**config.mk**
```make
export PLATFORM = sky130hd
export DESIGN_NAME = abz_speed_meas
export DESIGN_NICKNAME = d
export VERILOG_FILES = /design/src/rtl/abz_pkg.sv /design/src/rtl/abz_step_decode.sv /design/src/rtl/abz_speed_meas.sv
export SDC_FILE = /design/constraint.sdc
export NUM_CORES = 1
export LEC_CHECK = 0
export ABC_AREA = 1
export CORE_MARGIN = 5
export CORE_UTILIZATION = 55
export CTS_BUF_LIST = sky130_fd_sc_hd__clkbuf_16
export CTS_CLUSTER_DIAMETER = 120
export CTS_CLUSTER_SIZE = 20
export DETAILED_ROUTE_END_ITERATION = 6
export MAX_ROUTING_LAYER = met4
export PLACE_DENSITY = 0.82
export SLEW_MARGIN = 20
export SYNTH_ARGS = -nofsm -noshare
export SYNTH_HDL_FRONTEND = slang
export SYNTH_SLANG_ARGS = --single-unit
```
**constraint.sdc**
```tcl
create_clock -name CLK -period 5.7 [get_ports CLK]
set_input_delay 0.57 -clock CLK [delete_from_list [all_inputs] [get_ports CLK]]
set_output_delay 0.57 -clock CLK [all_outputs]
set_load 0.01 [all_outputs]
```
**src/rtl/abz_pkg.sv**
```systemverilog
// Shared definitions for the ABZ encoder chain: FSM states, step encodings and
// the count width shared with the quadrature counter stage.
package abz_pkg;

    localparam int ABZ_BIT_LENGTH = 12;

    typedef enum logic [1:0] {
        IDLE    = 2'd0,
        PRIME   = 2'd1,
        MEASURE = 2'd2
    } state_t;

    // Two's-complement step codes so the accumulator can sign-extend them.
    localparam logic [1:0] STEP_0  = 2'b00;
    localparam logic [1:0] STEP_P1 = 2'b01;
    localparam logic [1:0] STEP_M1 = 2'b11;

endpackage

```
**src/rtl/abz_step_decode.sv**
```systemverilog
// Combinational decode of one count step: +1, -1, 0, or a discontinuity.
// Differences are taken modulo 2^BIT_LENGTH so counter wrap decodes as a step.
module abz_step_decode
    import abz_pkg::*;
#(
    parameter int BIT_LENGTH = ABZ_BIT_LENGTH
)(
    input  logic [BIT_LENGTH-1:0] i_prev,
    input  logic [BIT_LENGTH-1:0] i_cnt,
    output logic [1:0]            o_step,
    output logic                  o_jump
);

    logic [BIT_LENGTH-1:0] w_diff;

    assign w_diff = i_cnt - i_prev;

    always_comb begin
        o_step = STEP_0;
        o_jump = 1'b0;
        if (w_diff == BIT_LENGTH'(1)) begin
            o_step = STEP_P1;
        end else if (w_diff == '1) begin
            o_step = STEP_M1;
        end else if (w_diff != '0) begin
            o_jump = 1'b1;
        end
    end

endmodule

```
**src/rtl/abz_speed_meas.sv**
```systemverilog
// Windowed speed measurement behind the ABZ counter: sums count steps over
// WIN_LEN clocks and reports a saturated signed speed with status flags.
module abz_speed_meas
    import abz_pkg::*;
#(
    parameter int BIT_LENGTH    = ABZ_BIT_LENGTH,
    parameter int WIN_WIDTH     = 16,
    parameter int ACC_WIDTH     = 16,
    parameter int STILL_WINDOWS = 4
)(
    input  logic                  CLK,
    input  logic                  ARSTN,
    input  logic                  EN,
    input  logic [BIT_LENGTH-1:0] CNT_IN,
    input  logic [WIN_WIDTH-1:0]  WIN_LEN,
    output logic [ACC_WIDTH-1:0]  SPEED_OUT,
    output logic                  SPEED_VALID,
    output logic                  DIR_OUT,
    output logic                  STANDSTILL,
    output logic                  JUMP_FLAG,
    output logic                  SAT_FLAG
);

    localparam int SC_W = $clog2(STILL_WINDOWS + 1);
    localparam logic [SC_W-1:0] C_STILL = SC_W'(STILL_WINDOWS);
    localparam logic signed [ACC_WIDTH:0] C_MAX = {2'b00, {(ACC_WIDTH-1){1'b1}}};
    localparam logic signed [ACC_WIDTH:0] C_MIN = -C_MAX;

    state_t                       r_state;
    state_t                       w_state_next;
    logic [BIT_LENGTH-1:0]        r_prev;
    logic signed [ACC_WIDTH-1:0]  r_acc;
    logic [WIN_WIDTH-1:0]         r_wcnt;
    logic                         r_jump_seen;
    logic                         r_sat_seen;
    logic [SC_W-1:0]              r_still;

    logic [1:0]                   w_step;
    logic                         w_jump;
    logic signed [ACC_WIDTH:0]    w_step_ext;
    logic signed [ACC_WIDTH:0]    w_sum;
    logic signed [ACC_WIDTH-1:0]  w_acc_sat;
    logic                         w_clip;
    logic                         w_win_zero;
    logic                         w_terminal;

    abz_step_decode #(
        .BIT_LENGTH (BIT_LENGTH)
    ) u_step_decode (
        .i_prev (r_prev),
        .i_cnt  (CNT_IN),
        .o_step (w_step),
        .o_jump (w_jump)
    );

    assign w_win_zero = (WIN_LEN == '0);
    assign w_terminal = (r_state == MEASURE) && EN && (r_wcnt == '0);

    always_comb begin
        w_step_ext = '0;
        if (w_step == STEP_P1) begin
            w_step_ext = (ACC_WIDTH+1)'(1);
        end else if (w_step == STEP_M1) begin
            w_step_ext = '1;
        end
    end

    // One guard bit lets the sum be compared against the symmetric limits.
    assign w_sum  = $signed({r_acc[ACC_WIDTH-1], r_acc}) + w_step_ext;
    assign w_clip = (w_sum > C_MAX) || (w_sum < C_MIN);

    always_comb begin
        w_acc_sat = w_sum[ACC_WIDTH-1:0];
        if (w_sum > C_MAX) begin
            w_acc_sat = C_MAX[ACC_WIDTH-1:0];
        end else if (w_sum < C_MIN) begin
            w_acc_sat = C_MIN[ACC_WIDTH-1:0];
        end
    end

    always_comb begin
        w_state_next = r_state;
        case (r_state)
            IDLE:    if (EN && !w_win_zero) w_state_next = PRIME;
            PRIME:   w_state_next = (EN && !w_win_zero) ? MEASURE : IDLE;
            MEASURE: if (!EN || (w_terminal && w_win_zero)) w_state_next = IDLE;
            default: w_state_next = IDLE;
        endcase
    end

    always_ff @(posedge CLK or negedge ARSTN) begin
        if (!ARSTN) begin
            r_state <= IDLE;
        end else begin
            r_state <= w_state_next;
        end
    end

    always_ff @(posedge CLK or negedge ARSTN) begin
        if (!ARSTN) begin
            r_prev      <= '0;
            r_acc       <= '0;
            r_wcnt      <= '0;
            r_jump_seen <= 1'b0;
            r_sat_seen  <= 1'b0;
            r_still     <= '0;
            SPEED_OUT   <= '0;
            SPEED_VALID <= 1'b0;
            DIR_OUT     <= 1'b0;
            STANDSTILL  <= 1'b0;
            JUMP_FLAG   <= 1'b0;
            SAT_FLAG    <= 1'b0;
        end else begin
            r_prev      <= CNT_IN;
            SPEED_VALID <= 1'b0;
            case (r_state)
                PRIME: begin
                    r_acc       <= '0;
                    r_jump_seen <= 1'b0;
                    r_sat_seen  <= 1'b0;
                    r_wcnt      <= WIN_LEN - 1'b1;
                end
                MEASURE: begin
                    // With EN low the partial window is simply abandoned.
                    if (w_terminal) begin
                        SPEED_OUT   <= w_acc_sat;
                        JUMP_FLAG   <= r_jump_seen | w_jump;
                        SAT_FLAG    <= r_sat_seen | w_clip;
                        SPEED_VALID <= 1'b1;
                        if (w_acc_sat != '0) begin
                            DIR_OUT    <= ~w_acc_sat[ACC_WIDTH-1];
                            r_still    <= '0;
                            STANDSTILL <= 1'b0;
                        end else if (r_still != C_STILL) begin
                            r_still    <= r_still + 1'b1;
                            STANDSTILL <= ((r_still + 1'b1) == C_STILL);
                        end
                        r_acc       <= '0;
                        r_jump_seen <= 1'b0;
                        r_sat_seen  <= 1'b0;
                        r_wcnt      <= WIN_LEN - 1'b1;
                    end else if (EN) begin
                        r_acc       <= w_acc_sat;
                        r_jump_seen <= r_jump_seen | w_jump;
                        r_sat_seen  <= r_sat_seen | w_clip;
                        r_wcnt      <= r_wcnt - 1'b1;
                    end
                end
                default: ;
            endcase
        end
    end

endmodule

```
==> results.tsv <==
metric	value	unit
status	completed	
Max clock buf depth	2	
layout cell share with drive strength beyond 1	0.0543	
yosys warns	0	
die width	109	microns
sequential power share	0.373	
Synth area leader	dfrtp_1	
# port buffers	51	
Post-DP Area	0.00600	sq mm
Mapped Cells	774	
total power	1670	uW
post-route clock skew	0.00856	ns
Slew HR	0.347	
# IOs	52	
clock share of power	0.412	
mapped cell area	0.00538	sq mm
Crit path top cell by count	nand3_1	
Max Transition Viols Final	0	
min cycle time layout	5.26	ns
first-pass detailed-route iteration total	5	
cts hold-fix bufs	0	
top-count cell post-synth	nand2_1	
Post-synth EDFFs	0	
logic gate share of total power	0.215	
Chip Height	109	microns
period utilization	0.922	
final setup fails	0	
dpl ws	0.204	ns
CP peak stage delay	0.49	ns
Diodes inserted	0	
core area	0.00964	sq mm
fraction of registers with async set/reset	1.00	
GRT Overall Usage	0.253	
Yosys top cell area share	0.335	
top cells by area, synth	dfrtp_1 34%, nand2_1 16%, inv_1 8.1%	
Initial Util	0.558	
initial antenna violation count	0	
post-DP HPWL	10100	microns
die area	0.0119	sq mm
Remaining DRCs	0	
post-synthesis cell type count	42	
synth cell count leaders	229 x nand2_1, 116 x inv_1, 72 x dfrtp_1, 61 x nor2_1, 54 x nand3_1	
setup ws final	0.444	ns
Post-Route WL	13600	microns
crit start category	primary input	
Finished Core Util	0.662	
clock-pin slew on the worst setup and hold paths	0.06	ns
net switching share of the total power	0.300	
CP required	5.98	ns
number of CTS-inserted buffers	9	
Synth Flop Type	dfrtp_1	
f_max	190	MHz
Net Sw Power	500	uW
endpoints failing hold	0	
max-cap viol count	0	
CTS tree	built	
clk_lat worst skew	0.34	ns
H-tree depth	3	
Nets	890	
Slew @ Worst Pin	0.979	ns
Seq/Total Area, Yosys	0.335	
CP endpoint kind	flip-flop	
DR vias/cell	5.40	
Initial DRC Count	296	
worst-path fanout max	17	
maximum vdd drop	0.181	mV
Design Area, Final	0.00638	sq mm
area delta synth->final	18.7	%
Post-Syn Nets	839	
Internal Pwr Total	1170	uW
crit path kind	in2reg	
Syn Area/Cell	6.94	sq um
Worst Hold Class	in2async	
Worst path slowest cell	clkdlybuf4s50_1	
clk sinks	72	
multi-input logic area	0.00307	sq mm
PD cells	261	mW/mm^2
DR WL/cell	14.1	microns
Seq. cell area	0.00180	sq mm
number of global-route vias before repair	5147	
Antenna Nets Post-Route	0	
vias post-DR	5195	
pin count of the biggest net entering global routing	46	
Remaining Overflow, GRT	0	
unrepaired setup endpoints after global routing	false	
fillers	847	
post-synthesis register bit count	72	
Final TNS setup	0	ns
Reg2Reg Depth	30	
first-pass GRT wire length	23400	microns
# rows	36	
CP Data Arrival Time	5.54	ns
clock root cell	clkbuf_16	
Leak	0.00346	uW
Final GP Congestion	0.957	
## cell usage in the layout (no fill, tap or decap), types with 3 or more instances in the layout
master / n
a21oi_1: 25
a22o_1: 13
a31oi_1: 3
a32o_1: 3
buf_4: 3
bufinv_16: 4
clkbuf_16: 9
clkdlybuf4s50_1: 50
dfrtp_1: 72
ha_1: 31
inv_1: 116
inv_2: 3
nand2_1: 229
nand2_2: 9
nand3_1: 54
nand4_1: 10
nor2_1: 61
nor2_2: 3
nor3_1: 20
nor3_2: 4
nor4_1: 4
o211ai_1: 3
o21ai_0: 38
or2_1: 3
xnor2_1: 12
xor2_1: 19
## worst max-delay path, delay by kind of cell
family | cells | cell delay [ns]
buffers and inverters | 6 | 1.02
xor gates and xnor gates | 2 | 0.41
and+or+nand+nor | 19 | 2.20
AOI/OAI and AO/OA | 2 | 0.38
adders and majority gates | 3 | 0.95
## kinds of logic (layout without fill, tap and decap cells)
logic type	Yosys count	count (layout)	synth area share
simple gates	403	403	0.320
buf+inv	134	189	0.0961
compound gates	98	98	0.111
flops	72	72	0.335
fa+ha+maj	34	34	0.0819
xor+xnor	33	33	0.0566
## repair_timing
action,4_1_cts,5_1_grt
resized for setup,0,3
endpoints found under the setup margin,0,5
setup buffers,0,1
## final cells by class
| class | instances | area share |
|---|---|---|
| clock buffers | 9 | 0.0353 |
| multi-input cells | 568 | 0.482 |
| inverters | 120 | 0.0706 |
| repair buffers | 54 | 0.0828 |
| clock inverters | 6 | 0.0208 |
| well taps | 133 | 0.0261 |
| flip-flops and latches | 72 | 0.282 |
## flip-flops by register name, indices dropped and copies added (netlist names), 2 cells and up
| name | flops |
|---|---|
| r_acc | 16 |
| r_still | 3 |
| r_state | 2 |
| r_prev | 12 |
| SPEED_OUT | 16 |
| r_wcnt | 16 |
## final timing paths
kind	endpoint	slack (ns)	startpoint
hold / removal	r_prev[4]	0.25	ARSTN
setup reg to reg	r_still[1]	0.84	r_prev[6]
hold reg to reg	r_state[0]	0.43	r_state[1]
setup / recovery	r_still[1]	0.44	CNT_IN[0]
min in group CLK	r_state[0]	0.43	r_state[1]
max in group asynchronous	r_wcnt[12]	4.44	ARSTN
## per-layer routing
layer,vias to the layer above,global-route usage,wire length (microns)
met5,-,-,0
met4,0,0.0965,324
met3,29,0.0308,535
met2,142,0.419,6690
met1,2429,0.318,6040
li1,2595,-,-
## power groups by stage
stage	combinational [uW]	clock [uW]	sequential, uW
final	359	687	622
after CTS	356	691	621
after detailed placement	348	0	628
after global routing	407	712	629
after floorplan	258	0	616
after global placement	333	0	624
## metrics by stage
step,hold WS (ns),instances
after detailed placement,0.430,946
after global placement,0.417,946
after CTS,0.268,961
after global routing,0.306,962
after floorplan,0.274,774
final,0.247,962
(Power assumes the default switching activity.)
